[config.mk]
export PLATFORM = sky130hd
export DESIGN_NAME = tl_ped_cntr
export DESIGN_NICKNAME = d
export VERILOG_FILES = /design/src/rtl/tl_ped_cntr_pkg.sv /design/src/rtl/tl_ped_cntr_timer.sv /design/src/rtl/tl_ped_cntr.sv
export SDC_FILE = /design/constraint.sdc
export NUM_CORES = 1
export LEC_CHECK = 0
export CORE_AREA = 5 5 48 50
export DETAILED_ROUTE_END_ITERATION = 8
export DIE_AREA = 0 0 53 55
export GPL_TIMING_DRIVEN = 0
export HOLD_SLACK_MARGIN = 0.03
export PLACE_DENSITY = 0.52
export SKIP_LAST_GASP = 1
export SLEW_MARGIN = 20
export SYNTH_ARGS = -nofsm -noshare
export SYNTH_HDL_FRONTEND = slang
export SYNTH_SLANG_ARGS = --single-unit
[constraint.sdc]
create_clock -name clk -period 1.8 [get_ports clk]
set_input_delay 0.27 -clock clk [delete_from_list [all_inputs] [get_ports clk]]
set_output_delay 0.27 -clock clk [all_outputs]
set_load 0.01 [all_outputs]
[src/rtl/tl_ped_cntr_pkg.sv]
// Shared light codes and controller state encodings for the traffic-light
// controller family.
package tl_ped_cntr_pkg;

    typedef enum logic [1:0] {
        GREEN  = 2'b00,
        YELLOW = 2'b01,
        RED    = 2'b10
    } light_t;

    typedef enum logic [2:0] {
        ST_AG   = 3'd0,
        ST_AY   = 3'd1,
        ST_BG   = 3'd2,
        ST_BY   = 3'd3,
        ST_WALK = 3'd4
    } state_t;

endpackage

[src/rtl/tl_ped_cntr_timer.sv]
// In-state cycle counter: synchronous clear and load, saturates at SAT.
module tl_timer #(
    parameter int W   = 4,
    parameter int SAT = 15
) (
    input  logic         clk,
    input  logic         reset_n,
    input  logic         clr,
    input  logic         load,
    input  logic [W-1:0] load_val,
    output logic [W-1:0] cnt
);

    localparam logic [W-1:0] SAT_V = W'(SAT);

    // NOTE: sequential state uses non-blocking assignments so every flop
    // samples pre-edge values regardless of block ordering.
    always_ff @(posedge clk or negedge reset_n) begin
        if (!reset_n) begin
            cnt <= '0;
        end else if (clr) begin
            cnt <= '0;
        end else if (load) begin
            cnt <= load_val;
        end else if (cnt != SAT_V) begin
            cnt <= cnt + W'(1);
        end
    end

endmodule

[src/rtl/tl_ped_cntr.sv]
// Two-road traffic-light controller with a pedestrian all-red walk phase.
// Moore FSM; lights and walk lamp decode from state only.
module tl_ped_cntr
    import tl_ped_cntr_pkg::*;
#(
    parameter int GREEN_MIN = 4,
    parameter int GREEN_MAX = 16,
    parameter int YELLOW_T  = 2,
    parameter int WALK_T    = 6
) (
    input  logic       clk,
    input  logic       reset_n,
    input  logic       Ta,
    input  logic       Tb,
    input  logic       ped_req,
    output logic [1:0] La,
    output logic [1:0] Lb,
    output logic       walk,
    output logic       ped_ack
);

    localparam int CW = $clog2(GREEN_MAX);
    localparam logic [CW-1:0] GMIN_LAST = CW'(GREEN_MIN - 1);
    localparam logic [CW-1:0] GMAX_LAST = CW'(GREEN_MAX - 1);
    localparam logic [CW-1:0] YEL_LAST  = CW'(YELLOW_T - 1);
    localparam logic [CW-1:0] WALK_LAST = CW'(WALK_T - 1);

    state_t        state, nxt;
    logic [CW-1:0] cnt;
    logic          ped_pend;
    logic          walk_side_a;   // 1: walk entered from AY, resume with B
    logic          state_chg;
    logic          walk_entry;

    assign state_chg  = (nxt != state);
    assign walk_entry = (nxt == ST_WALK) && (state != ST_WALK);

    tl_timer #(
        .W   (CW),
        .SAT (GREEN_MAX - 1)
    ) u_timer (
        .clk      (clk),
        .reset_n  (reset_n),
        .clr      (state_chg),
        .load     (1'b0),
        .load_val ('0),
        .cnt      (cnt)
    );

    always_ff @(posedge clk or negedge reset_n) begin
        if (!reset_n) begin
            state       <= ST_AG;
            ped_pend    <= 1'b0;
            walk_side_a <= 1'b1;
        end else begin
            state <= nxt;
            // Entry edge wins over a request seen on that same edge.
            if (walk_entry) begin
                ped_pend    <= 1'b0;
                walk_side_a <= (state == ST_AY);
            end else if (ped_req && state != ST_WALK) begin
                ped_pend <= 1'b1;
            end
        end
    end

    // NOTE: every always_comb output gets a default first so no path
    // through the case can infer a latch.
    always_comb begin
        nxt = state;
        unique case (state)
            ST_AG: begin
                if (cnt >= GMIN_LAST &&
                    (!Ta || (cnt == GMAX_LAST && (Tb || ped_pend))))
                    nxt = ST_AY;
            end
            ST_AY: begin
                if (cnt == YEL_LAST)
                    nxt = ped_pend ? ST_WALK : ST_BG;
            end
            ST_BG: begin
                if (cnt >= GMIN_LAST &&
                    (!Tb || (cnt == GMAX_LAST && (Ta || ped_pend))))
                    nxt = ST_BY;
            end
            ST_BY: begin
                if (cnt == YEL_LAST)
                    nxt = ped_pend ? ST_WALK : ST_AG;
            end
            ST_WALK: begin
                if (cnt == WALK_LAST)
                    nxt = walk_side_a ? ST_BG : ST_AG;
            end
            default: nxt = ST_AG;
        endcase
    end

    always_comb begin
        La      = RED;
        Lb      = RED;
        walk    = 1'b0;
        ped_ack = 1'b0;
        unique case (state)
            ST_AG:   La = GREEN;
            ST_AY:   La = YELLOW;
            ST_BG:   Lb = GREEN;
            ST_BY:   Lb = YELLOW;
            ST_WALK: begin
                walk    = 1'b1;
                ped_ack = (cnt == '0);
            end
            default: begin
                La = GREEN;
            end
        endcase
    end

endmodule

# Word-level counts from Yosys, hierarchy flattened
# Cells that the tools add are included.
[word_totals] regBits=9 wordCells=51
[op_classes] n_addsub=1 n_lt_le_gt_ge=1 n_eq_ne=11 n_mux=17 n_reduce_logical=17
[ops] cell="3-bit two-way mux" n=7
[ops] cell="3-bit one-hot mux with 5 select lines" n=1
[ops] cell="4-bit two-way mux" n=2
[ops] cell="2-bit one-hot mux with 2 select lines" n=2
[ops] cell="3-bit by 2-bit equality test with 1-bit output (second input constant)" n=2
[ops] cell="3-bit equality test (second input constant)" n=2
[ops] cell="1-bit logical AND" n=6
[ops] cell="4-bit by 1-bit adder with 4-bit output (second input constant)" n=1
[ops] cell="4-bit by 1-bit equality test with 1-bit output (second input constant)" n=1
[ops] cell="4-bit by 3-bit equality test with 1-bit output (second input constant)" n=1
[ops] cell="4-bit equality test (second input constant)" n=1
[ops] cell="4-bit by 2-bit greater-or-equal comparator with 1-bit output (second input constant)" n=1
[ops] cell="4-bit logical NOT" n=1
[ops] cell="1-bit logical OR" n=4
[ops] cell="1-bit two-way mux" n=4
[ops] cell="4-bit inequality test (second input constant)" n=1
[ops] cell="2-bit nonzero test" n=2
[ops] cell="3-bit by 1-bit equality test with 1-bit output (second input constant)" n=1
[ops] cell="3-bit logical NOT" n=1
[ops] cell="3-bit inequality test" n=1
[ops] cell="3-bit inequality test (second input constant)" n=1
[ops] cell="3-bit OR reduction" n=1
[ops] cell="1-bit logical NOT" n=2
[ops] cell="2-bit two-way mux" n=1

# Depth between registers and ports, before layout
[depth] ltp_word=9 mapped_depth=6 depth_no_buf=6

# Cells and area by module
# A second synthesis with hierarchy kept.
[hier_totals] cells_unflattened=67 hier_area_um2=610.6
[modules_own_cells] module="tl_ped_cntr" n_inst=1 cells_per_inst=43 area_each_um2=367.9 seq_area_each_um2=126.4
[modules_own_cells] module="tl_timer" n_inst=1 cells_per_inst=24 area_each_um2=242.7 seq_area_each_um2=100.1

# Worst setup path before layout
# OpenSTA, ideal clock, no wires.
[synth_path] path_kind="register to output" start="register state[0]" end="output ped_ack" t_arrival_ns=1.137 slack_ns=0.393 path_stages_with_launch=4 n_path_buf=0 path_cell_list="dfrtp_1 or3b_1 inv_1 and3_1"
[synth_between] elab_chain_cells=2
[synth_rtl] item="start, declared" line="tl_ped_cntr.sv:28" source="state_t state, nxt;"
[synth_rtl] item="start signal, assigned" line="tl_ped_cntr.sv:56" source="state <= nxt;"
[synth_rtl] item="3-bit equality test" line="tl_ped_cntr.sv:103" source="unique case (state)"
[synth_rtl] item="1-bit two-way mux" line="tl_ped_cntr.sv:103"
[synth_rtl] item="end, declared" line="tl_ped_cntr.sv:19" source="output logic ped_ack"
# Every way passes these cells.

# Worst setup path in the final report
# Ends and elaborated chain as after synthesis.

==> metrics.txt <==
status finished, final reports clean; antenna viol nets, final 0; Final Net Count 93; adder-cell share of the synthesized area 0.0625; vias per cell 4.87; count of cell types in the netlist 34; number of global-route vias before repair 529; TritonCTS clock tree done; largest net degree at the start of global routing 11; Final Max Slew Viols 0; Detailed Route Iter0 Violations 6; slack of the critical path 0.0810 ns; power per cell area 1690 nW/um2; sequential fraction of the synthesis area 0.377; Area Growth Syn to Fin 35.8%; final WL 1300 um; Static Leak 0.418 nW; Syn Inst Count 64; initial antenna violation count 0; clk sink count 9; final hold violation count 0; Worst-Margin Slew 0.400 ns; Compound-Gate Fraction of Synth Area 0.162; Clk pin slew, worst setup/hold paths 0.05 ns; Num CTS Buffers 3; MaxCap Viol Count 0; Startpoint Class flop; most frequent cells in the layout dfrtp_1, nor3_1, buf_4; worst ir drop on vdd 649 uV; grt ovf 0; post-synthesis net count 72; min Tclk post-route 1.72 ns; DP Worst Slack -0.143 ns; Mapped Area 601 um2; crit path DAT 1.45 ns; hold slack 0.314 ns; hold-fix buffer count after cts 0; Clock Latency Late Sink 0.25 ns; vias 541; xor/xnor cell area share of the yosys netlist 0.0146; setup violators final 0; Clock Path Buffers 2; gr usage total 0.107; Root Buffer clkbuf_4; setup TNS 0 ns; Slew headroom 0.732; antenna diode count 0; HPWL Detailed 977 um; largest family of logic cells by synthesized area simple AND/OR/NAND/NOR gates; Pre-antenna DRT Iters 4; register bit total from synthesis 9; Async S/R FF share, synth 1.00; Port Buffers 10; H-tree depth 1; clk_skew 0.00131 ns; Pwr Total 1.38 mW; fillcell total 193; share of layout cells above drive strength 1 0.250; CORE AREA 1860 um2; Hold Crit Class in -> async; I/O pins 11; Tcrit/Tclk final 0.955; first-pass GRT wire length 2270 um; mux contribution to synthesized area 0.0333; crit-path max FO 4; Yosys Warn Count 0; post-DR wirelength/cell 11.7 um; FF-to-FF path depth 5; Initial Util 0.323; Die W 53 um; Worst Path Required 1.53 ns; WS Path Type reg -> out; Mapped Avg Cell Area 9.38 um2; Post-synth EDFFs 0; Final Wtd Congestion 0.780; Post-Synth Simple-Gate Area 0.315; chip height 55 um; fmax 0.582 GHz; main flop type after synthesis dfrtp_1; Setup crit end kind output pin; DIE AREA 2920 um2; DRC Markers 0; Rows 16; most common cell after layout, fill and taps aside dfrtp_1
## stage by stage
stage	instance area (um2)	std cells	util
2_1_floorplan	601	64	-
3_3_place_gp	734	101	0.394
3_5_place_dp	734	101	0.394
4_1_cts	805	110	0.432
5_1_grt	816	111	0.438
6_report	816	111	0.438
## Yosys cell counts, drive strengths merged (2+ instances only)
master  count  area [um2]
nor2b       2        12.5
inv         3        11.3
o21ai       5        25.0
nor3        6        30.0
ha          3        37.5
nand2       4        15.0
a21oi       3        15.0
mux2i       2        20.0
nor2        3        11.3
dfrtp       8         200
nand3       4        25.0
## layer usage
metal  part of all wire  vias up  global-route usage  routed length, um
li1                   -      273                   -                  -
met1               0.48      257               0.136                622
met2               0.48        9               0.171                631
met3              0.028        2              0.0188                 37
met4              0.010        0              0.0638                 13
met5                  0        -                   0                  0
## worst max-delay path, cell delays in order (launching register included)
cell and delay (ns):
dfrtp_1 0.41, or3b_4 0.44, inv_1 0.08, and3_1 0.14, clkbuf_2 0.12
## power by group
group / total, mW / switching (mW) / leakage [nW] / internal (mW)
Sequential: 0.405 / 0.0996 / 0.105 / 0.305
Clock: 0.145 / 0.0598 / 0.0150 / 0.0847
Combinational: 0.827 / 0.396 / 0.298 / 0.431
Total: 1.38 / 0.556 / 0.418 / 0.820
## area by class of cell
type,instances,area (um2),area share
Multi-Input combinational cell,50,363,0.445
Sequential cell,9,228,0.279
Inverter,3,11.3,0.0138
Buffer,2,12.5,0.0153
Timing Repair Buffer,16,141,0.173
Clock buffer,4,26.3,0.0322
Tap cell,27,33.8,0.0414
## cell families after synthesis
logic type	after synthesis
AO/OA/AOI/OAI	14
buffers and inverters	5
XOR/XNOR	1
adder cells (fa/ha/maj)	3
flip-flops	9
multiplexers	2
AND/OR/NAND/NOR	30
## registers in the layout (all words and copies together) (netlist names)
name,flops
u_timer.cnt,4
ped_pend,1
state,3
walk_side_a,1
## path summary, 6_finish.rpt
path | start | slack (ns) | endpoint
max | state[0] | 0.08 | ped_ack
max in group asynchronous | reset_n | 1.17 | walk_side_a
min | reset_n | 0.31 | u_timer.cnt[2]
min reg2reg | walk_side_a | 0.48 | walk_side_a
max reg2reg | u_timer.cnt[0] | 0.28 | u_timer.cnt[2]
min in group clk | walk_side_a | 0.48 | walk_side_a
## what timing repair did
action                                  4_1_cts  5_1_grt
buffers inserted                              5        1
gates resized for setup                       8        6
pin swaps                                     0        0
endpoints found under the setup margin        5        3
No activity file was read; power rests on OpenSTA's default activity.
